<file path="config.mk">
export PLATFORM = sky130hd
export DESIGN_NAME = adder_arbiter
export DESIGN_NICKNAME = d
export VERILOG_FILES = /design/src/rtl/adder_pkg.sv /design/src/rtl/pipelined_adder_core.sv /design/src/rtl/rr_arbiter.sv /design/src/rtl/adder_arbiter.sv
export SDC_FILE = /design/constraint.sdc
export NUM_CORES = 1
export LEC_CHECK = 0
export ABC_AREA = 1
export BUFFER_PORTS_ARGS = -buffer_cell sky130_fd_sc_hd__buf_2
export CORE_MARGIN = 3
export CORE_UTILIZATION = 35
export DETAILED_ROUTE_END_ITERATION = 7
export PLACE_DENSITY = 0.56
export SYNTH_ARGS = -nofsm -noshare
export SYNTH_HDL_FRONTEND = slang
export SYNTH_SLANG_ARGS = --single-unit
</file>
<file path="constraint.sdc">
create_clock -name clk -period 7.4 [get_ports clk]
set_input_delay 0.37 -clock clk [delete_from_list [all_inputs] [get_ports clk]]
set_output_delay 0.37 -clock clk [all_outputs]
set_load 0.05 [all_outputs]
</file>
<file path="src/rtl/adder_pkg.sv">
// Shared constants and helpers for the pipelined adder and its arbiter.
package adder_pkg;

  // Core latency in clock edges; the arbiter's tag pipeline depth must match it.
  localparam int unsigned ADDER_LAT = 3;

  // Ceiling log2 with a floor of 1 so that a 2-entry index still gets a bit.
  function automatic int unsigned clog2(input int unsigned n);
    int unsigned r;
    r = 0;
    for (int unsigned i = 0; i < 32; i++) begin
      if ((32'd1 << i) < n) begin
        r = i + 1;
      end
    end
    return (r == 0) ? 1 : r;
  endfunction

endpackage

</file>
<file path="src/rtl/pipelined_adder_core.sv">
// Three-stage carry-select adder: register inputs, per-block speculative sums, carry select.
module pipelined_adder_core
  import adder_pkg::*;
#(
  parameter int unsigned WIDTH = 32,
  parameter int unsigned BLOCK = 8
) (
  input  logic             clk,
  input  logic             v_in,
  input  logic [WIDTH-1:0] a,
  input  logic [WIDTH-1:0] b,
  input  logic             cin,
  output logic             v_out,
  output logic [WIDTH-1:0] sum
);

  localparam int unsigned NB = WIDTH / BLOCK;

  // Stage 1: captured operands.
  logic [WIDTH-1:0] a_q, b_q;
  logic             cin1_q, v1_q;

  // Stage 2: each block summed assuming carry-in 0 and carry-in 1.
  logic [WIDTH-1:0] s0_d, s1_d, s0_q, s1_q;
  logic [NB-1:0]    c0_d, c1_d, c0_q, c1_q;
  logic             cin2_q, v2_q;

  // Stage 3: resolved sum.
  logic [WIDTH-1:0] sum_d, sum_q;
  logic             v3_q;
  logic             carry;

  always_comb begin
    s0_d = '0;
    s1_d = '0;
    c0_d = '0;
    c1_d = '0;
    for (int unsigned k = 0; k < NB; k++) begin
      {c0_d[k], s0_d[k*BLOCK +: BLOCK]} = {1'b0, a_q[k*BLOCK +: BLOCK]}
                                        + {1'b0, b_q[k*BLOCK +: BLOCK]};
      {c1_d[k], s1_d[k*BLOCK +: BLOCK]} = {1'b0, a_q[k*BLOCK +: BLOCK]}
                                        + {1'b0, b_q[k*BLOCK +: BLOCK]}
                                        + (BLOCK+1)'(1);
    end
  end

  // Ripple only the block carries through the precomputed select muxes.
  always_comb begin
    sum_d = '0;
    carry = cin2_q;
    for (int unsigned k = 0; k < NB; k++) begin
      sum_d[k*BLOCK +: BLOCK] = carry ? s1_q[k*BLOCK +: BLOCK] : s0_q[k*BLOCK +: BLOCK];
      carry                   = carry ? c1_q[k] : c0_q[k];
    end
  end

  always_ff @(posedge clk) begin
    a_q    <= a;
    b_q    <= b;
    cin1_q <= cin;
    v1_q   <= v_in;
    s0_q   <= s0_d;
    s1_q   <= s1_d;
    c0_q   <= c0_d;
    c1_q   <= c1_d;
    cin2_q <= cin1_q;
    v2_q   <= v1_q;
    sum_q  <= sum_d;
    v3_q   <= v2_q;
  end

  assign sum   = sum_q;
  assign v_out = v3_q;

endmodule

</file>
<file path="src/rtl/rr_arbiter.sv">
// Combinational round-robin arbiter: first asserted request at or after ptr wins.
module rr_arbiter
  import adder_pkg::*;
#(
  parameter  int unsigned N  = 4,
  localparam int unsigned IW = clog2(N)
) (
  input  logic [N-1:0]  req,
  input  logic [IW-1:0] ptr,
  input  logic          en,
  output logic [N-1:0]  gnt,
  output logic [IW-1:0] gnt_idx
);

  int unsigned idx;
  logic        found;

  always_comb begin
    gnt     = '0;
    gnt_idx = '0;
    found   = 1'b0;
    idx     = 0;
    for (int unsigned k = 0; k < N; k++) begin
      idx = int'(ptr) + k;
      if (idx >= N) begin
        idx = idx - N;
      end
      if (en && !found && req[IW'(idx)]) begin
        found             = 1'b1;
        gnt[IW'(idx)]     = 1'b1;
        gnt_idx           = IW'(idx);
      end
    end
  end

endmodule

</file>
<file path="src/rtl/adder_arbiter.sv">
// Round-robin front end sharing one pipelined adder among NREQ requesters;
// a tag pipeline matched to the core latency returns each sum with its owner's index.
module adder_arbiter
  import adder_pkg::*;
#(
  parameter  int unsigned WIDTH = 32,
  parameter  int unsigned BLOCK = 8,
  parameter  int unsigned NREQ  = 4,
  localparam int unsigned IDW   = clog2(NREQ)
) (
  input  logic                  clk,
  input  logic                  rst,
  input  logic [NREQ-1:0]       req_valid,
  output logic [NREQ-1:0]       req_ready,
  input  logic [NREQ*WIDTH-1:0] req_a,
  input  logic [NREQ*WIDTH-1:0] req_b,
  input  logic [NREQ-1:0]       req_cin,
  input  logic                  hold,
  output logic                  rsp_valid,
  output logic [IDW-1:0]        rsp_id,
  output logic [WIDTH-1:0]      rsp_sum,
  output logic                  idle
);

  localparam int unsigned LAT = ADDER_LAT;

  logic [IDW-1:0]   rr_ptr_q, rr_ptr_d;
  logic [NREQ-1:0]  gnt;
  logic [IDW-1:0]   gnt_idx;
  logic             arb_en;
  logic             xfer;

  logic [LAT-1:0]   tag_vld_q, tag_vld_d;
  logic [IDW-1:0]   tag_id_q [LAT];
  logic [IDW-1:0]   tag_id_d [LAT];

  logic [WIDTH-1:0] core_a, core_b, core_sum;
  logic             core_cin, core_v_out;

  // Gating the arbiter itself keeps ready low in reset and under hold.
  assign arb_en = ~hold & ~rst;

  rr_arbiter #(
    .N(NREQ)
  ) u_arb (
    .req    (req_valid),
    .ptr    (rr_ptr_q),
    .en     (arb_en),
    .gnt    (gnt),
    .gnt_idx(gnt_idx)
  );

  assign req_ready = gnt;
  assign xfer      = |(req_valid & gnt);

  always_comb begin
    core_a   = '0;
    core_b   = '0;
    core_cin = 1'b0;
    for (int unsigned i = 0; i < NREQ; i++) begin
      if (gnt[i]) begin
        core_a   = req_a[i*WIDTH +: WIDTH];
        core_b   = req_b[i*WIDTH +: WIDTH];
        core_cin = req_cin[i];
      end
    end
  end

  always_comb begin
    rr_ptr_d = rr_ptr_q;
    if (xfer) begin
      rr_ptr_d = (gnt_idx == IDW'(NREQ - 1)) ? '0 : gnt_idx + 1'b1;
    end
  end

  always_comb begin
    tag_vld_d    = {tag_vld_q[LAT-2:0], xfer};
    tag_id_d[0]  = gnt_idx;
    for (int unsigned s = 1; s < LAT; s++) begin
      tag_id_d[s] = tag_id_q[s-1];
    end
  end

  always_ff @(posedge clk) begin
    if (rst) begin
      rr_ptr_q  <= '0;
      tag_vld_q <= '0;
      for (int unsigned s = 0; s < LAT; s++) begin
        tag_id_q[s] <= '0;
      end
    end else begin
      rr_ptr_q  <= rr_ptr_d;
      tag_vld_q <= tag_vld_d;
      for (int unsigned s = 0; s < LAT; s++) begin
        tag_id_q[s] <= tag_id_d[s];
      end
    end
  end

  // The core has no reset, so only the tag pipeline decides result validity.
  pipelined_adder_core #(
    .WIDTH(WIDTH),
    .BLOCK(BLOCK)
  ) u_core (
    .clk  (clk),
    .v_in (xfer),
    .a    (core_a),
    .b    (core_b),
    .cin  (core_cin),
    .v_out(core_v_out),
    .sum  (core_sum)
  );

  assign rsp_valid = tag_vld_q[LAT-1];
  assign rsp_id    = tag_id_q[LAT-1];
  assign rsp_sum   = core_sum;
  assign idle      = ~|tag_vld_q;

  rsp_valid_has_core_result: assert property (
    @(posedge clk) disable iff (rst) rsp_valid |-> core_v_out
  );

endmodule

</file>
== Word-level counts from Yosys, hierarchy flattened ==
Memories as Yosys holds them, arrays and structs flattened.
Index checks and enable logic that the tools add are counted.

* Bits of input ports: 267
* Register bits: 173
* Logic and storage cells: 125
* Memories kept: 1
* Memory bits (writable): 6

{| class="wikitable"
|+ Memories
! memory !! words !! width !! read ports !! clocked after Yosys merged registers in !! wr ports !! RTL line !! source
|-
| tag_id_q || 3 || 2 || 3 || 0 || 3 || adder_arbiter.sv:34 || <nowiki>logic [IDW-1:0] tag_id_q [LAT];</nowiki>
|}

* Bitwise logic cells: 10
* Magnitude comparators: 12
* Mux-type cells: 57
* Add/sub/neg operators: 16
* Reductions and logical operators: 17
* Equality and inequality tests: 1

{| class="wikitable"
|+ Operators by type and width
! kind !! count
|-
| 32-bit 2-to-1 mux || 8
|-
| 8-bit 2-to-1 mux || 4
|-
| 8-bit by 8-bit adder with 9-bit output || 3
|-
| 9-bit by 1-bit adder with 9-bit output (second input constant) || 3
|-
| 2-bit 2-to-1 mux || 12
|-
| 1-bit 2-to-1 mux || 21
|-
| 4-bit 2-to-1 mux || 4
|-
| 2-bit by 3-bit < comparator with 1-bit output (second input constant) || 4
|-
| 4-bit bitwise OR || 3
|-
| 1-bit logical AND || 11
|-
| 3-bit >= comparator (second input constant) || 3
|-
| 8-bit by 1-bit adder with 8-bit output (second input constant) || 1
|-
| 8-bit adder || 1
|-
| 1-bit binary-select mux with 2-bit select || 4
|-
| 1-bit demux with 2-bit select || 4
|-
| 2-bit by 1-bit >= comparator with 1-bit output (second input constant) || 4
|-
| 2-bit by 1-bit subtractor with 2-bit output (second input constant) || 4
|-
| 2-bit by 2-bit adder with 3-bit output (second input constant) || 2
|-
| 4-bit AND || 1
|-
| 1-bit logical NOT || 4
|-
| 4-bit OR reduction || 1
|-
| 2-bit by 1-bit adder with 3-bit output (second input constant) || 1
|-
| 2-bit by 3-bit >= comparator with 1-bit output (second input constant) || 1
|-
| 1-bit bitwise OR || 3
|-
| other kinds (5) || 6
|}

== Depth between registers and ports, before layout ==
Gate-level depths: netlist (run 1).

* Depth in word-level cells: 22
* Depth in mapped cells: 17
* Depth with buffers taken out: 16

== Hierarchy ==
Synthesis (run 1) repeated with hierarchy kept, for this count alone.

* Cells, all modules: 1,219
* Area total of the unflattened synthesis: 8,931.1 um^2

{| class="wikitable"
|+ By module, submodules not included
! module !! area an instance (um^2) !! cells an instance !! times used
|-
| pipelined_adder_core || 5,967.0 || 651 || 1
|-
| adder_arbiter || 2,471.1 || 487 || 1
|-
| rr_arbiter || 493.0 || 81 || 1
|}

== Worst setup path after synthesis (run 1) ==
Ideal clock, no wire load.

* Kind: reg-to-output
* Start: reg rr_ptr_q[0]
* End: out req_ready[3]
* Stages on the path, launching flop included: 13
* Arrival: 2.150 ns
* Path buffers: 3
* Setup slack: 4.880 ns
* Cell sequence: dfxtp_1 inv_2 ha_1 inv_1 nand3_2 nand2_1 inv_2 nor2_4 buf_6 nand3_1 nand3_2 buf_4 buf_2

* Word-level cells in the longest chain between the ends: 18

{| class="wikitable"
|+ Ends and longest elaborated chain
! item !! RTL line !! source
|-
| from (decl) || adder_arbiter.sv:27 || <nowiki>logic [IDW-1:0] rr_ptr_q, rr_ptr_d;</nowiki>
|-
| from (signal assigned) || adder_arbiter.sv:92 || <nowiki>rr_ptr_q <= rr_ptr_d;</nowiki>
|-
| branches (longest 17 deep; another with 2-bit by 1-bit adder with 3-bit output) || n/a ||
|-
| 4-bit 2-to-1 mux (*) || rr_arbiter.sv:28 || <nowiki>if (en && !found && req[IW'(idx)]) begin</nowiki>
|-
| to (decl) || adder_arbiter.sv:14 || <nowiki>output logic [NREQ-1:0] req_ready,</nowiki>
|}

Mark *: on every way between the ends. The select of a mux whose other input is x is not followed.

== Final worst setup path (run 1) ==
* Start: reg rr_ptr_q[1]
* End: out req_ready[1]

The elaborated chain is that of the path after synthesis.

==> results of run 1 <==
## synth_stat cells, types with 2 or more instances
master,count,area share (%)
buf_6,10,1.3
fa_1,4,0.90
xnor2_1,5,0.49
clkbuf_1,5,0.21
buf_4,7,0.59
o2111ai_1,2,0.20
buf_2,30,1.7
or2_2,7,0.49
nor2_1,28,1.2
o21ai_0,8,0.45
nor3_1,4,0.22
dfxtp_1,179,40
a31oi_1,3,0.21
nand2_1,429,18
nor2_2,2,0.14
a21oi_1,152,8.5
ha_1,44,6.2
nand2_2,7,0.49
o211ai_1,3,0.25
mux2_2,8,1.0
xor2_1,39,3.8
nand3_1,100,5.6
inv_1,135,5.7
inv_2,6,0.25
nand3_2,8,0.90
nand4_1,9,0.63
## report_power, final
part | leakage (µW) | internal, µW | total, µW | switching (µW)
clock network | 0.000302 | 528 | 930 | 402
registers | 0.00148 | 1310 | 1410 | 104
logic | 0.00454 | 529 | 1680 | 1150
## cell usage in the layout (no fill, tap or decap), drive strengths merged, types with 19 or more instances in the layout
master  instances
nand2         436
buf           310
dfxtp         179
a21oi         152
inv           147
nand3         108
ha             44
xor2           39
nor2           31
clkbuf         19
## routing by layer
layer | GRT usage (%) | vias to the layer above
met5 | 0 | -
met4 | 5.750 | 2
met3 | 3.571 | 35
met2 | 30.74 | 240
met1 | 21.33 | 3784
li1 | - | 4486
## cell families (layout without fill, tap and decap cells)
logic type / count (synthesis) / after routing / synth area share [%]
compound gates: 172 / 172 / 9.927
other cells: 0 / 3 / 0
flops: 179 / 179 / 40.10
mux: 8 / 8 / 1.008
simple gates: 597 / 597 / 27.93
xor+xnor: 44 / 44 / 4.313
fa+ha+maj: 48 / 48 / 7.057
buf+inv: 193 / 483 / 9.661
## worst max-delay path, cell delays in order, from the launching register on
cell     delay [ns]
dfxtp_1        0.47
inv_1          0.23
ha_1           0.38
inv_1          0.13
nand3_2        0.12
nand2_1        0.11
inv_2          0.05
nor2_4         0.21
nand3_1        0.13
nand3_2        0.11
buf_4          0.63
buf_2          0.39
## final cells by class
class | instances | area, µm²
diodes | 3 | 7.507
repair buffers | 310 | 1562
clock buffers | 19 | 452.9
multi-input cells | 869 | 4504
inverters | 141 | 529.3
clock inverters | 13 | 163.9
well taps | 324 | 405.4
flip-flops and latches | 179 | 3583
fillers | 2594 | 13470
## worst max path at each step
stage / from / endpoint / slack, ns / depth (start not counted)
floorplan: rr_ptr_q[0]$_SDFFE_PP0P_ / req_ready[3] / 4.88 / 12
global placement: rr_ptr_q[1]$_SDFFE_PP0P_ / u_core.a_q[11]$_DFF_P_ / 3.89 / 13
detailed placement: rr_ptr_q[1]$_SDFFE_PP0P_ / u_core.b_q[9]$_DFF_P_ / 3.80 / 13
CTS: rr_ptr_q[1]$_SDFFE_PP0P_ / req_ready[1] / 3.59 / 11
global route: rr_ptr_q[1]$_SDFFE_PP0P_ / req_ready[1] / 3.32 / 11
finish: rr_ptr_q[1]$_SDFFE_PP0P_ / req_ready[1] / 3.63 / 11
## sequential cells by signal (all words and copies together), names as in the netlist
| register | flops |
|---|---|
| u_core.b_q | 32 |
| u_core.c0_q | 3 |
| u_core.a_q | 32 |
| tag_vld_q | 3 |
| u_core.cin1_q | 1 |
| u_core.cin2_q | 1 |
| u_core.c1_q | 3 |
| u_core.sum | 32 |
| rr_ptr_q | 2 |
| tag_id_q | 6 |
| u_core.s0_q | 32 |
| u_core.s1_q | 32 |
## through the flow
step,hold slack [ns],setup slack (ns),instance area (µm²),utilization (%)
after global placement,0.3177,3.891,10580,42.89
after CTS,0.1127,3.585,11200,45.39
after floorplan,0.3096,4.880,8936,-
after detailed placement,0.3143,3.802,10580,42.89
final,0.1354,3.628,11210,45.42
after global routing,0.1168,3.324,11210,45.41
==> out/metrics.yaml, run 1 <==
synthesis:
  synth_warnings: 0
  ys.flop_type: "dfxtp_1"
  synth_edf_count: 0
  synthArstFlopShare_pct: 0
  synthesis.nets: 1556
  syn_avg_cell_area_um2: 7.201
  syn-cell-area_um2: 8936
  synthCells: 1241
  synth_cell_type_count: 33
  ys_ff_latch: 179
  seq_area_frac_synth_pct: 40.10
sta:
  final-setup-viol-count: 0
  timing.final.max_slew_violations: 0
  hold_viol_final: 0
  finClkSkew_ns: 0.01147
  fin_crit_ns: 3.772
  grt_setup_unrepaired: "no"
  tns_ns: 0
  worst_pin_slew_ns: 1.228
  fmax_mhz: 265.1
  relSlewSlack_pct: 18.00
  period_share_pct: 50.97
cts:
  cts_tree: "built"
  cts_hold_buf: 0
  cts-htree-levels: 4
  clock_latency_ns: 0.43
  cts_max_path_buffers: 2
  clock-sinks: 179
  cts_buffers: 17
  cts-root-buf: "clkbuf_16"
  cts_resized: 0
  cts_setup_buffers: 0
  clk_pin_slew_ns: 0.07
worst_setup_path:
  worst-path-max-fanout: 67
  critPathKind: "reg2out"
  critPathCaptureType: "primary output"
  regToRegSetupSlack_ns: 3.76
  cp-start-kind: "flop"
  r2r_cells: 13
  r2r-end: "u_core.a_q[3]$_DFF_P_"
  r2r_start: "rr_ptr_q[1]$_SDFFE_PP0P_"
  cp.arrival_ns: 3.40
  critPathRequiredTime_ns: 7.03
hold_path:
  holdPathStages: 3
  holdPathEnd: "u_core.b_q[1]$_DFF_P_"
  hold_path_class: "in2reg"
  hold_start: "req_b[97]"
grt:
  grt_pass1_vias: 8174
  grt_max_degree: 70
  grt-ovfl-total: 0
  grt_first_pass_wirelength_mm: 39.71
  antenna_found_initial: 3
  grt_util_all_layers_pct: 17.45
detailed_routing:
  antenna_left: 0
  routedWlPerCell_um: 13.20
  wl_met3_mm: 1.169
  totalWireLength_mm: 24.53
  drc: 0
  met2_length_mm: 11.80
  vias_per_cell: 4.600
  vias: 8547
  met1_length_mm: 11.05
  dr.first_iter.drc_count: 452
  dr.pass1.iters: 5
  top_layer_used: "met5"
pwr:
  total_power_uw: 4023
  peakVddDrop_v: 0.0001382
  cellPowerDensity_nw_per_um2: 359.0
  leakagePower_uw: 0.006320
floorplanning:
  rows: 57
  fp.dieArea_um2: 27480
  coreArea_um2: 24680
  start_util_pct: 36.21
  io_pins: 307
  fp.dieH_um: 165.8
  die_w_um: 165.8
run_status:
  status: "finished, final reports clean"
placed_design:
  portBuffers: 306
  gp_routability_congestion: 0.8755
  dpl.hpwl_mm: 18.42
  dp_cells: 1823
layout:
  fin_cells: 1858
  drive_gt1_share_pct: 24.89
  area_delta_synth_final_pct: 25.43
  nNetsFinal: 1833
job:
  maxCapViolCount: 0
No activity file was read; power rests on OpenSTA's default activity.
==> run 2: changes to the inputs <==
==> constraint.sdc (replaced) <==
create_clock -name clk -period 3.5 [get_ports clk]
set_input_delay 0.175 -clock clk [delete_from_list [all_inputs] [get_ports clk]]
set_output_delay 0.175 -clock clk [all_outputs]
set_load 0.05 [all_outputs]
==> run 2 against run 1 <==
Via count rose by 4.2%. Die area unchanged. Clock power rose by 110%. Combinational power grew 120%. Flip-flop and latch count did not move. Non-clock buffer count up 74. Worst setup slack got worse by 3.3 ns. Sequential share of layout area is 2.0 points lower. Largest cell class unchanged. Largest power group unchanged.
==> out/metrics.yaml, run 2 (same netlist as run 1, synthesis figures left out) <==
hold_path:
  holdPathEnd: "u_core.a_q[17]$_DFF_P_"
  hold_path_class: "in2reg"
  holdPathStages: 5
  hold_start: "req_a[49]"
cts:
  clk_pin_slew_ns: 0.08
  clock_latency_ns: 0.43
  cts_max_path_buffers: 2
  cts-root-buf: "clkbuf_16"
  cts_tree: "built"
  clock-sinks: 179
  cts_buffers: 17
  cts-htree-levels: 4
  cts_setup_buffers: 0
worst_setup_path:
  cp-start-kind: "flop"
  r2r-end: "u_core.a_q[6]$_DFF_P_"
  critPathRequiredTime_ns: 3.32
  regToRegSetupSlack_ns: 0.39
  worst-path-max-fanout: 67
  r2r_cells: 14
  slowest_delay_ns: 0.52
  cp.arrival_ns: 3.03
  crit_path_cell_trace: "inv_2, ha_1, inv_1, nand3_2, nand2_1, inv_2, nor2_4, nand3_1, nand3_2, buf_12, buf_2"
  critPathCaptureType: "primary output"
  r2r_start: "rr_ptr_q[1]$_SDFFE_PP0P_"
  critPathKind: "reg2out"
  slowest_stage: "dfxtp_1"
grt:
  grt_util_all_layers_pct: 17.90
  grt_max_degree: 68
  antenna_found_initial: 2
  grt_pass1_vias: 8720
  grt_first_pass_wirelength_mm: 41.29
  grt-ovfl-total: 0
sta:
  fmax_mhz: 311.7
  fin_crit_ns: 3.208
  tns_ns: 0
  grt_setup_unrepaired: "no"
  hold_viol_final: 0
  period_share_pct: 91.66
  finClkSkew_ns: 0.01426
  final-setup-viol-count: 0
  relSlewSlack_pct: 16.39
  timing.final.max_slew_violations: 0
  worst_pin_slew_ns: 1.252
detailed_routing:
  antenna_left: 0
  drc: 0
  routedWlPerCell_um: 12.98
  dr.first_iter.drc_count: 351
  vias: 8910
  vias_per_cell: 4.619
  dr.pass1.iters: 5
  totalWireLength_mm: 25.04
floorplanning:
  die_w_um: 165.8
  fp.dieH_um: 165.8
  io_pins: 307
  coreArea_um2: 24680
  start_util_pct: 36.21
  rows: 57
  fp.dieArea_um2: 27480
layout:
  area_delta_synth_final_pct: 33.74
  drive_gt1_share_pct: 24.24
  fillCellCount: 2507
  nNetsFinal: 1907
  n_antenna_cell: 0
  final_cell_mix: "nand2_1, buf_2, dfxtp_1"
  final_common_cell: "nand2_1"
  utilization_pct: 48.43
placed_design:
  gp_routability_congestion: 0.8699
  dpl.hpwl_mm: 18.47
  portBuffers: 306
pwr:
  cellPowerDensity_nw_per_um2: 716.6
  peakVddDrop_v: 0.0004007
  leakagePower_uw: 0.006642
job:
  maxCapViolCount: 0
run_status:
  status: "finished, final reports clean"
-- run 2: cell types whose count changed in the layout (fill, tap and decap cells not counted), sizes merged --
cell         change
dlygate4sd3     +66
buf              +8
inv              +4
diode            -3
bufinv           -2
clkbuf           -1
clkinv           -1
-- run 2: critical path: cells and delay by family (launching register included) --
family	cells	cell delay, ns
flip-flops	1	0.52
adder cells (fa/ha/maj)	1	0.37
AND/OR/NAND/NOR	5	0.71
buffers and inverters	5	0.98
-- run 2: worst max-delay path by stage --
stage	startpoint	to	slack (ns)	depth (start not counted)
2_1_floorplan	rr_ptr_q[0]$_SDFFE_PP0P_	u_core.a_q[22]$_DFF_P_	1.04	15
5_1_grt	rr_ptr_q[1]$_SDFFE_PP0P_	req_ready[1]	0.01	11
3_5_place_dp	rr_ptr_q[1]$_SDFFE_PP0P_	u_core.b_q[8]$_DFF_P_	0.38	14
4_1_cts	rr_ptr_q[0]$_SDFFE_PP0P_	req_ready[0]	0.22	11
6_report	rr_ptr_q[0]$_SDFFE_PP0P_	req_ready[1]	0.29	11
3_3_place_gp	rr_ptr_q[1]$_SDFFE_PP0P_	u_core.a_q[22]$_DFF_P_	0.51	14
-- run 2: per-layer routing --
metal,global-route usage [%],routed length (µm),vias up
met3,3.880,1299,49
met2,31.93,12320,280
li1,-,-,4629
met1,21.46,10780,3948
met4,5.787,610,4
met5,0,27,-
-- run 2: stage by stage --
step	area, µm²	power, µW	hold WS [ns]	setup WS, ns	instances
floorplan	8936	5778	0.2852	1.038	1241
global placement	10680	6639	0.3143	0.5117	1831
detailed placement	10680	6658	0.3121	0.3775	1831
CTS	11950	8681	0.02236	0.2235	1929
global route	11950	9272	0.03969	0.01103	1929
finish	11950	8565	0.04110	0.2920	1929
-- run 2: layout make-up --
cell class / instances / area (µm²) / area share, %
Clock buffer: 18 / 439.2 / 3.675
Timing Repair Buffer: 384 / 2323 / 19.44
Clock inverter: 14 / 166.4 / 1.392
Inverter: 141 / 529.3 / 4.428
Multi-Input combinational cell: 869 / 4504 / 37.69
Sequential cell: 179 / 3583 / 29.98
Tap cell: 324 / 405.4 / 3.392
-- run 2: power by group --
group / switching (µW) / internal, µW / total [µW]
sequential: 225 / 2760 / 2990
combinational: 2460 / 1210 / 3660
clock: 927 / 992 / 1920
-- run 2: timing repair --
item                       in CTS  in global routing
hold buffers                   66                  0
hold endpoints to repair       71                  0
setup endpoints to repair       0                  1
resized for setup               0                  1
==> run 3: changes to the inputs <==
--- a/config.mk
+++ b/config.mk
@@ -7,9 +7,10 @@
 export LEC_CHECK = 0
 export ABC_AREA = 1
 export BUFFER_PORTS_ARGS = -buffer_cell sky130_fd_sc_hd__buf_2
-export CORE_MARGIN = 3
+export CORE_MARGIN = 1.5
 export CORE_UTILIZATION = 35
 export DETAILED_ROUTE_END_ITERATION = 7
+export MAX_ROUTING_LAYER = met4
 export PLACE_DENSITY = 0.56
 export SYNTH_ARGS = -nofsm -noshare
 export SYNTH_HDL_FRONTEND = slang
==> run 3 against run 2 <==
Maximum frequency decreased by 1.4%. Combinational power about the same. Power about the same. Hold slack got worse by 0.037 ns. Flip-flop and latch count unchanged. Routed wire length decreased by 3.3%. Clock skew decreased by 0.00088 ns. Die area decreased by 3.6%. Sequential share of layout area about the same. Critical path type unchanged. Critical endpoint is now req_ready[3].
==> out/metrics.yaml, run 3 (same netlist as run 1, synthesis figures left out) <==
grt:
  grt_util_all_layers_pct: 18.57
  grt_max_degree: 68
  grt_first_pass_wirelength_mm: 38.45
  grt_pass1_vias: 8406
  grt-ovfl-total: 0
  antenna_found_initial: 0
cts:
  cts_setup_buffers: 0
  clk_pin_slew_ns: 0.07
  cts_max_path_buffers: 2
  cts-root-buf: "clkbuf_16"
  clock_latency_ns: 0.42
  cts_tree: "built"
  cts_buffers: 17
  cts-htree-levels: 4
  clock-sinks: 179
worst_setup_path:
  slowest_delay_ns: 0.52
  critPathCaptureType: "primary output"
  cp_common_cell: "inv_2"
  path_buf_inv: 4
  critPathKind: "reg2out"
  slowest_stage: "dfxtp_1"
  cp.arrival_ns: 3.08
  cp-start-kind: "flop"
  cp.depth: 10
  r2r_cells: 14
  worst-path-max-fanout: 40
  critPathRequiredTime_ns: 3.32
  cp_top_family: "simple AND/OR/NAND/NOR gates"
  crit_path_cell_trace: "inv_2, ha_1, inv_1, nand3_2, nand2_1, inv_2, nor2_4, nand3_1, nand3_4, buf_2"
layout:
  nNetsFinal: 1903
  final_cell_mix: "nand2_1, buf_2, dfxtp_1"
  n_antenna_cell: 0
  fillCellCount: 2557
  drive_gt1_share_pct: 23.99
  final_common_cell: "nand2_1"
  area_delta_synth_final_pct: 33.53
sta:
  fmax_mhz: 307.5
  relSlewSlack_pct: 19.10
  period_share_pct: 92.92
  hold_viol_final: 0
  worst_pin_slew_ns: 1.212
  tns_ns: 0
  timing.final.max_slew_violations: 0
  fin_crit_ns: 3.252
  grt_setup_unrepaired: "no"
  whs_ns: 0.004495
  final-setup-viol-count: 0
  finClkSkew_ns: 0.01338
detailed_routing:
  top_layer_used: "met4"
  dr.first_iter.drc_count: 391
  vias_per_cell: 4.539
  vias: 8765
  drc: 0
  met2_length_mm: 12.07
  wl_met3_mm: 1.040
  antenna_left: 0
  routedWlPerCell_um: 12.55
  met1_length_mm: 10.71
  dr.pass1.iters: 4
  totalWireLength_mm: 24.23
floorplanning:
  io_pins: 307
  coreArea_um2: 25110
  start_util_pct: 35.59
  rows: 58
  die_w_um: 162.8
  fp.dieH_um: 162.8
  fp.dieArea_um2: 26500
placed_design:
  gp_routability_congestion: 0.8288
  dpl.hpwl_mm: 17.77
  portBuffers: 306
job:
  maxCapViolCount: 0
hold_path:
  holdPathStages: 3
  hold_path_class: "in2reg"
pwr:
  leakagePower_uw: 0.006616
  peakVddDrop_v: 0.0002694
  cellPowerDensity_nw_per_um2: 717.3
run_status:
  status: "finished, final reports clean"
==> run 3: changes by cell type in the layout (fill, tap and decap cells not counted), sizes merged <==
cell / change
dlygate4sd3: -1
inv: -5
buf: -3
clkbuf: +3
bufinv: +2
clkinv: -1
clkinvlp: +1
==> run 3: final timing paths <==
| kind | start | to | slack, ns |
|---|---|---|---|
| worst max register to register | rr_ptr_q[1]$_SDFFE_PP0P_ | u_core.a_q[9]$_DFF_P_ | 0.38 |
| worst max-delay path | rr_ptr_q[0]$_SDFFE_PP0P_ | req_ready[3] | 0.25 |
| worst min-delay path | req_a[108] | u_core.a_q[12]$_DFF_P_ | 0.004 |
| worst min register to register | u_core.cin1_q$_DFF_P_ | u_core.cin2_q$_DFF_P_ | 0.33 |
==> run 3: power breakdown <==
group	switching (µW)	internal, µW
combinational	2470	1210
sequential	211	2760
clock	805	1110
total	3490	5070
==> run 3: timing repair <==
item / 4_1_cts / 5_1_grt
endpoints found under the hold margin: 70 / 0
endpoints found under the setup margin: 1 / 2
gates resized for setup: 1 / 4
hold buffers: 65 / 0
==> run 3: area by class of cell <==
cell class              instances  area [µm²]  area share (%)
clock buffers                  21       460.4           3.859
clock inverters                11       138.9           1.164
inverters                     141       529.3           4.435
multi-input cells             869        4504           37.75
flip-flops and latches        179        3583           30.03
well taps                     330       412.9           3.460
repair buffers                380        2303           19.30
==> run 3: worst register-to-register path, cell delays in order (launching register included) <==
cell	delay (ns)
dfxtp_1	0.46
inv_1	0.23
ha_1	0.39
inv_1	0.09
nand3_2	0.11
nand2_1	0.09
inv_2	0.07
nor2_4	0.06
nand3_1	0.08
nand3_2	0.12
inv_2	0.88
nand3_1	0.19
nand2_1	0.16
nand2_1	0.06
nand2_1	0.06
==> run 3: layer usage <==
| metal | global-route usage [%] | vias up |
|---|---|---|
| met5 | - | - |
| met4 | 6.255 | 0 |
| met3 | 3.285 | 32 |
| met2 | 32.90 | 235 |
| met1 | 21.01 | 3881 |
| li1 | - | 4617 |
==> run 3: through the flow <==
step | utilization [%] | instance area (µm²) | cells | power (µW) | setup WS [ns]
6_report | 47.52 | 11930 | 1931 | 8559 | 0.2479
4_1_cts | 47.47 | 11920 | 1931 | 8658 | 0.08742
3_3_place_gp | 42.48 | 10670 | 1834 | 6614 | 0.4894
2_1_floorplan | - | 8936 | 1241 | 5778 | 1.038
5_1_grt | 47.52 | 11930 | 1931 | 9245 | 0.02003
3_5_place_dp | 42.48 | 10670 | 1834 | 6655 | 0.3955
